<file path="src/rtl/gon.sv">
// rtl/gon.sv - global output network: round-robin PE result collector with scan-programmed row/column tags
// Optional feature macro: GON_ZERO_SKIP_EN (zero-valued words are acked but not emitted).
module gon #(
  parameter int BITWIDTH   = 16,
  parameter int TAG_LENGTH = 4,
  parameter int X_BUS_SIZE = 4,
  parameter int Y_BUS_SIZE = 4,
  localparam int NUM_PE        = X_BUS_SIZE * Y_BUS_SIZE,
  localparam int PACKET_LENGTH = 2 * TAG_LENGTH + BITWIDTH,
  localparam int CHAIN_LEN     = Y_BUS_SIZE + NUM_PE
) (
  input  logic                       clk,
  input  logic                       rstb,
  input  logic                       program_en,
  input  logic [TAG_LENGTH-1:0]      scan_tag_in,
  output logic [TAG_LENGTH-1:0]      scan_tag_out,
  input  logic [NUM_PE-1:0]          pe_valid,
  input  logic [BITWIDTH*NUM_PE-1:0] pe_value,
  output logic [NUM_PE-1:0]          pe_ack,
  output logic                       gon_valid,
  input  logic                       gon_ready,
  output logic [PACKET_LENGTH-1:0]   data_packet
);

  localparam int PTR_W = (NUM_PE > 1) ? $clog2(NUM_PE) : 1;

  typedef enum logic {EMPTY, FULL} state_t;

  state_t                               state_q, state_d;
  logic [PTR_W-1:0]                     ptr_q, ptr_d;
  logic [PACKET_LENGTH-1:0]             data_packet_q, data_packet_d;
  logic [CHAIN_LEN-1:0][TAG_LENGTH-1:0] chain_q, chain_d;

  logic [NUM_PE-1:0]     grant_oh;
  logic                  found;
  logic                  load_en;
  logic                  emit;
  logic [TAG_LENGTH-1:0] sel_row;
  logic [TAG_LENGTH-1:0] sel_col;
  logic [BITWIDTH-1:0]   sel_val;
  logic [PTR_W-1:0]      ptr_next;

  assign gon_valid    = (state_q == FULL);
  assign data_packet  = data_packet_q;
  assign scan_tag_out = chain_q[CHAIN_LEN-1];
  assign load_en      = rstb && !program_en && (!gon_valid || gon_ready) && (|pe_valid);
  assign pe_ack       = load_en ? grant_oh : '0;

  // Round robin: first valid at or above ptr, otherwise the lowest valid index (wrap).
  always_comb begin
    found    = 1'b0;
    grant_oh = '0;
    for (int i = 0; i < NUM_PE; i++) begin
      if (!found && pe_valid[i] && (PTR_W'(i) >= ptr_q)) begin
        grant_oh[i] = 1'b1;
        found       = 1'b1;
      end
    end
    for (int i = 0; i < NUM_PE; i++) begin
      if (!found && pe_valid[i]) begin
        grant_oh[i] = 1'b1;
        found       = 1'b1;
      end
    end
  end

  // Pushed word n lands in e[CHAIN_LEN-1-n]: row tags first, then one column tag per PE.
  always_comb begin
    sel_row  = '0;
    sel_col  = '0;
    sel_val  = '0;
    ptr_next = ptr_q;
    for (int i = 0; i < NUM_PE; i++) begin
      if (grant_oh[i]) begin
        sel_row  = chain_q[CHAIN_LEN-1-(i / X_BUS_SIZE)];
        sel_col  = chain_q[CHAIN_LEN-1-Y_BUS_SIZE-i];
        sel_val  = pe_value[BITWIDTH*i +: BITWIDTH];
        ptr_next = (i == NUM_PE - 1) ? '0 : PTR_W'(i + 1);
      end
    end
  end

`ifdef GON_ZERO_SKIP_EN
  assign emit = load_en && (sel_val != '0);
`else
  assign emit = load_en;
`endif

  always_comb begin
    state_d       = state_q;
    ptr_d         = ptr_q;
    data_packet_d = data_packet_q;
    chain_d       = chain_q;
    if (program_en) begin
      chain_d[0] = scan_tag_in;
      for (int k = 1; k < CHAIN_LEN; k++) begin
        chain_d[k] = chain_q[k-1];
      end
    end
    if (load_en) begin
      ptr_d = ptr_next;
    end
    if (emit) begin
      state_d       = FULL;
      data_packet_d = {sel_row, sel_col, sel_val};
    end else if ((state_q == FULL) && gon_ready) begin
      state_d = EMPTY;
    end
  end

  always_ff @(posedge clk) begin
    if (!rstb) begin
      state_q       <= EMPTY;
      ptr_q         <= '0;
      data_packet_q <= '0;
      chain_q       <= '0;
    end else begin
      state_q       <= state_d;
      ptr_q         <= ptr_d;
      data_packet_q <= data_packet_d;
      chain_q       <= chain_d;
    end
  end

endmodule

</file>
<file path="config.mk">
export PLATFORM = sky130hd
export DESIGN_NAME = gon
export DESIGN_NICKNAME = d
export VERILOG_FILES = /design/src/rtl/gon.sv
export SDC_FILE = /design/constraint.sdc
export NUM_CORES = 1
export LEC_CHECK = 0
export CORE_MARGIN = 1
export CORE_UTILIZATION = 33
export CTS_CLUSTER_DIAMETER = 150
export DETAILED_ROUTE_END_ITERATION = 10
export PLACE_DENSITY = 0.6
export SYNTH_ARGS = -nofsm -noshare
export SYNTH_HDL_FRONTEND = slang
export SYNTH_SLANG_ARGS = --single-unit
</file>
<file path="constraint.sdc">
create_clock -name clk -period 8.05 [get_ports clk]
set_input_delay 1.61 -clock clk [delete_from_list [all_inputs] [get_ports clk]]
set_output_delay 1.61 -clock clk [all_outputs]
set_load 0.005 [all_outputs]
</file>
# Yosys cells after proc, flatten, opt, wreduce, memory -nomap -nowiden
# Cells that the tools add are included.
[totals]
elab_cells = 257
inputBits = 280
output_inout_bits = 45
reg_bits = 109
[op_classes]
muxes = 129
reduce_logical = 89
n_lt_le_gt_ge = 16
[op_table]
columns = ["operator", "count"]
rows = [
  ["$mux W16", 17],
  ["$mux W4", 48],
  ["$mux W1", 64],
  ["$logic_and A1 B1 Y1", 51],
  ["$logic_not A1 Y1", 33],
  ["$ge A4 B4 Y1 const A", 8],
  ["$ge A3 B4 Y1 const A", 4],
  ["$reduce_bool A16 Y1", 1],
  ["$reduce_or A16 Y1", 1],
  ["$ge A1 B4 Y1 const A", 2],
  ["$ge A2 B4 Y1 const A", 2],
  ["$reduce_and A2 Y1", 1],
  ["$reduce_bool A2 Y1", 1],
  ["$logic_or A1 B1 Y1", 1],
]

# Longest topological paths before layout
# Gate-level depths: netlist (run 1).
[depth]
depth_word = 113
ltp_mapped = 11
mapped_depth_nobuf = 7

# Worst setup path before layout (run 1)
# Ideal clock, no wire load.
[synth_path]
path_kind = "input to output"
from = "input port pe_valid[10]"
to = "output port pe_ack[7]"
t_required_ns = 6.440
arrival_ns = 3.365
path_buffers = 2
path_stages = 7
slack_ns = 3.075
path_cell_list = "buf_2 -> or2_1 -> a32oi_2 -> a41oi_2 -> buf_2 -> or3b_4 -> nor2_1"
[synth_via]
elab_chain_cells = 48
word_cells_on_any_way = 50
classes_between = "mux (15); reduce/logical (35)"
[synth_lines]
columns = ["element", "line_no", "rtl"]
rows = [
  ["start, declared", "17", "input logic [NUM_PE-1:0] pe_valid,"],
  ["$logic_and A1 B1 Y1 (2 in a row)", "54", "if (!found && pe_valid[i] && (PTR_W'(i) >= ptr_q)) begin"],
  ["$mux W1", "54", ""],
  ["$logic_not A1 Y1", "54", ""],
  ["$logic_and A1 B1 Y1 (2 in a row)", "54", ""],
  ["$mux W1", "54", ""],
  ["$logic_not A1 Y1", "54", ""],
  ["$logic_and A1 B1 Y1 (2 in a row)", "54", ""],
  ["$mux W1", "54", ""],
  ["[... 29 more ...]", "n/a", ""],
  ["$mux W1", "60", "if (!found && pe_valid[i]) begin"],
  ["$logic_not A1 Y1", "60", ""],
  ["$logic_and A1 B1 Y1", "60", ""],
  ["$mux W1", "60", ""],
  ["$logic_not A1 Y1", "60", ""],
  ["$logic_and A1 B1 Y1", "60", ""],
  ["$mux W1", "60", ""],
  ["$mux W16 (*)", "47", "assign pe_ack = load_en ? grant_oh : '0;"],
  ["end, declared", "19", "output logic [NUM_PE-1:0] pe_ack,"],
]
# Every way passes the cells marked *; elsewhere a longest branch is shown, timed or not.

# Worst setup path after layout (run 1)
[layout_path]
from = "input port pe_valid[6]"
to = "output port pe_ack[14]"
[layout_via]
elab_chain_cells = 85
word_cells_on_any_way = 88
classes_between = "mux (27); reduce/logical (61)"
[layout_lines]
columns = ["element", "line_no"]
rows = [
  ["$logic_and A1 B1 Y1 (2 in a row)", "54"],
  ["$mux W1", "54"],
  ["$logic_not A1 Y1", "54"],
  ["$logic_and A1 B1 Y1 (2 in a row)", "54"],
  ["$mux W1", "54"],
  ["$logic_not A1 Y1", "54"],
  ["$logic_and A1 B1 Y1 (2 in a row)", "54"],
  ["$mux W1", "54"],
  ["[... 66 more ...]", "n/a"],
  ["$mux W1", "60"],
  ["$logic_not A1 Y1", "60"],
  ["$logic_and A1 B1 Y1", "60"],
  ["$mux W1", "60"],
  ["$logic_not A1 Y1", "60"],
  ["$logic_and A1 B1 Y1", "60"],
  ["$mux W1", "60"],
  ["$mux W16 (*)", "47"],
]
# Marks and branches as above.

==> metrics.yaml, run 1 <==
synthesis:
  synth_cells: 1131
  synth.avg_cell_area_um2: 8.273
  async_reset_ff_share_pct: 0
  synth_top_cell_area_share_pct: 23.32
  synthFlopType: "dfxtp_1"
  synth_nets: 1411
  synth_area_leader_cell: "dfxtp_1"
  yosysWarnings: 0
  synthDistinctLibCells: 84
  synthesis.area_um2: 9356
  synth_enable_flop_cells: 0
  ys_seq_elements: 109
  synth_area_leaders: "dfxtp_1, mux2i_1, nor2b_1, a222oi_1, a2111oi_0"
  seq_area_frac_synth_pct: 23.32
die:
  pin_count: 325
  die_w_um: 170.4
  die_y_um: 170.4
  core_um2: 27860
  start_util_pct: 33.59
  row_count: 61
  dieArea_um2: 29030
cts:
  hold_buffers: 0
  clk_pin_slew_worst_paths_ns: 0.07
  cts_buffers: 9
  cts_setup_buffers: 0
  clk_latency_ns: 0.36
  ctsHtreeMaxLevel: 3
  cts_resized: 0
  cts_sinks: 109
  cts_tree: "yes"
  cts_buffer_depth: 2
  cts-root-buf: "clkbuf_16"
cells_and_area:
  nets: 1656
  final_core_util_pct: 46.95
  finalInstanceArea_um2: 13080
  areaGrowthSynthToFinish_pct: 39.78
  drive_gt1_share_pct: 8.472
placement:
  gp_congestion: 0.9500
  place_area_um2: 12750
  dp_slack_ns: 1.415
  io_buffers: 324
  dp_hpwl_um: 34220
global_routing:
  gr-total-overflow: 0
  grt_pass1_vias: 10103
  grt_max_degree: 89
  track_usage_pct: 30.40
  grt_antenna_before_repair: 6
  grt_pass1_wl_um: 65820
sta:
  fin_ws_ns: 1.353
  hold_violations: 0
  worst_pin_slew_ns: 1.146
  fin_crit_ns: 6.697
  tns_ns: 0
  relSlewSlack_pct: 23.27
  hold_ws_ns: 0.5248
  max_clock_freq_mhz: 149.3
  finalMaxSlewViolations: 0
  fin_skew_ns: 0.01554
  finalSetupViolCount: 0
  rsz0062_at_grt: "no"
  timing.final.crit_share_pct: 83.19
setup_path:
  crit_family: "buffers and inverters"
  reg2reg_depth: 8
  worst-path-buf-inv: 3
  cp_cell_sequence: "clkdlybuf4s50_1, nor4_1, nand4_1, or3_4, a211oi_2, buf_4, o21ai_0, nor2_1, clkdlybuf4s50_1"
  cp.arrival_ns: 5.09
  cp.depth: 9
  slowest_stage: "clkdlybuf4s50_1"
  cp-end-kind: "output pin"
  critPathMaxFanout: 22
  required_ns: 6.44
  worstSetupPathType: "in -> out"
  cp-start-kind: "input pin"
  cpMostUsedCell: "clkdlybuf4s50_1"
  slowest_delay_ns: 0.84
route:
  via_count: 10742
  antenna_left: 0
  routed_wl_um: 45830
  drc: 0
  drtIter0Drc: 1252
  first_pass_iters: 6
  drt-vias-per-instance: 6.093
  routedWlPerCell_um: 25.99
power:
  p_comb_share_pct: 30.1
  p_sw_share_pct: 31.71
  p_sw_uw: 486.2
  p_int_mw: 1.047
  power_density_nw_per_um2: 117.2
  power_frac_seq_pct: 37.6
  p_clk_share_pct: 32.4
  ir_drop_v: 0.00008792
  cellLeakagePower_nw: 4.617
outcome:
  outcome: "complete, no violations"
worst_hold_path:
  worstHoldPathType: "reg -> reg"
  holdPathStages: 2
flow_run:
  cap_violations: 0
-- per-stage QoR --
stage | total power [mW] | std cells
2_1_floorplan | 0.7786 | 1131
3_3_place_gp | 1.045 | 1743
3_5_place_dp | 1.042 | 1743
4_1_cts | 1.541 | 1759
5_1_grt | 1.591 | 1763
6_report | 1.533 | 1763
-- worst min-delay path, stage by stage, from the launching register on --
cell,delay (ns)
dfxtp_1,0.31
a21oi_1,0.12
a41oi_1,0.05
-- synthesized netlist by cell type (4+ instances only) --
| library cell | count |
|---|---|
| dfxtp_1 | 109 |
| nor2b_1 | 101 |
| mux2i_1 | 80 |
| clkbuf_1 | 68 |
| nand2_1 | 67 |
| inv_1 | 65 |
| nor3_1 | 42 |
| nor2_1 | 40 |
| a2111oi_0 | 37 |
| a222oi_1 | 36 |
| nand3_1 | 30 |
| nor4_1 | 30 |
| a221o_1 | 28 |
| a21oi_1 | 26 |
| and2_1 | 26 |
| buf_2 | 26 |
| o21ai_0 | 26 |
| a22o_1 | 24 |
| o211ai_1 | 21 |
| o21a_1 | 21 |
| o2111ai_1 | 20 |
| a32o_1 | 17 |
| buf_4 | 17 |
| a2111o_1 | 16 |
| a311oi_2 | 15 |
| a2111oi_2 | 10 |
| a2111oi_1 | 9 |
| buf_6 | 8 |
| o21ai_1 | 8 |
| a41oi_1 | 7 |
| a311oi_1 | 6 |
| a31oi_1 | 6 |
| buf_1 | 5 |
| nor3b_1 | 5 |
| o31ai_1 | 5 |
| a22oi_1 | 4 |
| and3_1 | 4 |
-- layout by cell type (no fill, tap or decap), types with 20 or more instances in the layout --
cell type and instances:
a2111oi_0 37, a21oi_1 26, a221o_1 28, a222oi_1 36, a22o_1 24, and2_1 27
buf_4 35, clkdlybuf4s50_1 322, dfxtp_1 109, inv_1 65, mux2i_1 80, nand2_1 67
nand3_1 30, nor2_1 38, nor2b_1 100, nor3_1 41, nor4_1 29, o2111ai_1 20
o211ai_1 21, o21a_1 21, o21ai_0 26
-- final cells by class --
class	instances	area (um2)
timing repair buffer	358	3491
antenna	4	10.01
clock buffer	9	225.2
fill	2733	14780
clock inverter	7	96.34
inverter	65	244.0
sequential	109	2182
multi-input combinational	833	6357
tap	378	473.0
-- power by group through the flow --
stage               combinational [mW]  clock (mW)  sequential (mW)
floorplan                        0.200           0            0.579
global placement                 0.456           0            0.589
detailed placement               0.454           0            0.588
CTS                              0.457       0.508            0.575
global route                     0.485       0.528            0.578
finish                           0.461       0.496            0.576
-- state kept, by name, indices dropped and copies added, names as in the netlist --
name          cells
data_packet      24
gon_valid         1
scan_tag_out      4
chain_q          76
ptr_q             4
-- worst paths after layout --
| path | from | to | slack [ns] |
|---|---|---|---|
| worst min-delay path | data_packet[20] | data_packet[20] | 0.52 |
| worst max-delay path | pe_valid[6] | pe_ack[14] | 1.35 |
| worst max register to register | ptr_q[3] | data_packet[1] | 3.00 |
| worst min register to register | data_packet[20] | data_packet[20] | 0.52 |
-- kinds of logic after synthesis --
logic type             count (synthesis)  synth area share [%]
AOI/OAI and AO/OA                    371                 35.76
buffers and inverters                189                 9.254
DFF                                  109                 23.32
muxes                                 80                 8.558
and+or+nand+nor                      382                 23.11
-- metal layers --
layer | GRT usage [%] | wire length [um] | up-vias
met3 | 5.047 | 3529 | 139
met5 | 0 | 26 | -
met1 | 37.15 | 18210 | 5091
li1 | - | - | 4913
met4 | 16.33 | 2511 | 4
met2 | 50.87 | 21550 | 595
No activity file was read; power rests on OpenSTA's default activity.
==> inputs of run 2 (changes only) <==
Settings changed: PLACE_DENSITY 0.6 to 0.62.
Clock period 8.05 ns to 6.1 ns, I/O delays scaled along.
==> metrics.yaml, run 2 (synthesis gave the netlist of run 1 again) <==
placement:
  dp.cells: 1756
  io_buffers: 324
  dp_slack_ns: 0.7885
  dp_hpwl_um: 33760
  gp_congestion: 0.9441
global_routing:
  gr-total-overflow: 0
  grt_antenna_before_repair: 5
  grt_pass1_vias: 10607
  track_usage_pct: 30.83
  grt_pass1_wl_um: 66970
  grt_max_degree: 55
setup_path:
  worstSetupPathType: "in -> out"
  r2r_end: "data_packet[19]"
  reg2reg_depth: 9
  cp-end-kind: "output pin"
  critPathMaxFanout: 21
  required_ns: 4.88
  r2r_start: "ptr_q[3]"
  rrSetupSlack_ns: 1.68
  cp.arrival_ns: 4.11
  cp-start-kind: "input pin"
sta:
  max_clock_freq_mhz: 187.5
  timing.final.crit_share_pct: 87.42
  fin_ws_ns: 0.7674
  worst_pin_slew_ns: 1.116
  tns_ns: 0
  finalSetupViolCount: 0
  fin_crit_ns: 5.333
  rsz0062_at_grt: "no"
  hold_violations: 0
  relSlewSlack_pct: 23.69
  hold_ws_ns: 0.5398
  finalMaxSlewViolations: 0
  fin_skew_ns: 0.02062
route:
  routedWlPerCell_um: 25.95
  routed_wl_um: 46110
  drt-vias-per-instance: 6.176
  antenna_left: 0
  drc: 0
  via_count: 10975
  first_pass_iters: 9
  drtIter0Drc: 1136
cts:
  cts-root-buf: "clkbuf_16"
  cts_setup_buffers: 0
  clk_latency_ns: 0.37
  cts_buffers: 9
  cts_buffer_depth: 2
  cts_resized: 0
  cts_sinks: 109
  clk_pin_slew_worst_paths_ns: 0.09
  ctsHtreeMaxLevel: 3
  cts_tree: "yes"
  hold_buffers: 0
die:
  die_y_um: 170.4
  die_w_um: 170.4
  start_util_pct: 33.59
  row_count: 61
  dieArea_um2: 29030
  core_um2: 27860
  pin_count: 325
worst_hold_path:
  min_from: "chain_q[64]"
  worstHoldPathType: "reg -> reg"
  hold_end: "chain_q[64]"
  holdPathStages: 2
cells_and_area:
  final_cell_mix: "clkdlybuf4s50_1, dfxtp_1, nor2b_1"
  areaGrowthSynthToFinish_pct: 40.65
  final_common_cell: "clkdlybuf4s50_1"
  top_register: "chain_q"
  largest_reg_flops: 76
  nets: 1669
  drive_gt1_share_pct: 9.254
  stdcell_count: 1777
outcome:
  outcome: "complete, no violations"
power:
  ir_drop_v: 0.0001280
  cellLeakagePower_nw: 4.670
  power_density_nw_per_um2: 151.3
flow_run:
  cap_violations: 0
-- run 2: cell types whose count changed in the layout (fill, tap and decap cells not counted) --
cell / delta
inv_8: -1
bufinv_16: -1
a211oi_4: +1
a211oi_2: -1
buf_4: +13
diode_2: +1
nor2b_2: -1
clkinv_4: +1
nor2b_1: +1
inv_6: +1
-- run 2: worst max-delay path: stages --
cell             delay (ns)
clkdlybuf4s50_1        0.66
a221oi_2               0.52
o2111a_2               0.63
a41oi_1                0.34
nor2_1                 0.21
clkdlybuf4s50_1        0.52
-- run 2: through the flow --
| stage | cell area, um2 | utilization, % | power [mW] |
|---|---|---|---|
| 4_1_cts | 13150 | 47.20 | 1.989 |
| 2_1_floorplan | 9356 | - | 1.027 |
| 3_5_place_dp | 12850 | 46.13 | 1.381 |
| 6_report | 13160 | 47.24 | 1.991 |
| 3_3_place_gp | 12850 | 46.13 | 1.384 |
| 5_1_grt | 13160 | 47.24 | 2.061 |
-- run 2: routing by layer --
| layer | wire [um] | GRT usage [%] |
|---|---|---|
| met4 | 2486 | 16.14 |
| met3 | 3515 | 4.860 |
| met5 | 0 | 0 |
| met2 | 21920 | 51.98 |
| met1 | 18190 | 37.68 |
-- run 2: where the power goes --
group          internal, mW  switching [mW]  leakage [nW]  total [mW]
Sequential            0.732          0.0284         0.883       0.760
Combinational         0.320           0.298          3.64       0.617
Clock                 0.292           0.320         0.143       0.613
-- run 2: area by class of cell --
| class | instances | area, um2 |
|---|---|---|
| Fill cell | 2718 | 14700 |
| Antenna cell | 5 | 12.51 |
| Tap cell | 378 | 473.0 |
| Inverter | 65 | 244.0 |
| Timing Repair Buffer | 371 | 3588 |
| Sequential cell | 109 | 2182 |
| Multi-Input combinational cell | 833 | 6362 |
| Clock buffer | 9 | 225.2 |
| Clock inverter | 7 | 72.57 |
-- run 2: worst max path at each step --
| stage | from | endpoint | slack (ns) | cells after the start |
|---|---|---|---|---|
| after floorplan | pe_valid[10] | pe_ack[7] | 1.91 | 7 |
| after global placement | pe_valid[2] | pe_ack[2] | 0.79 | 6 |
| after detailed placement | pe_valid[2] | pe_ack[2] | 0.79 | 6 |
| after CTS | pe_valid[2] | pe_ack[2] | 0.77 | 6 |
| after global routing | pe_valid[2] | pe_ack[2] | 0.64 | 6 |
| final | pe_valid[2] | pe_ack[2] | 0.77 | 6 |
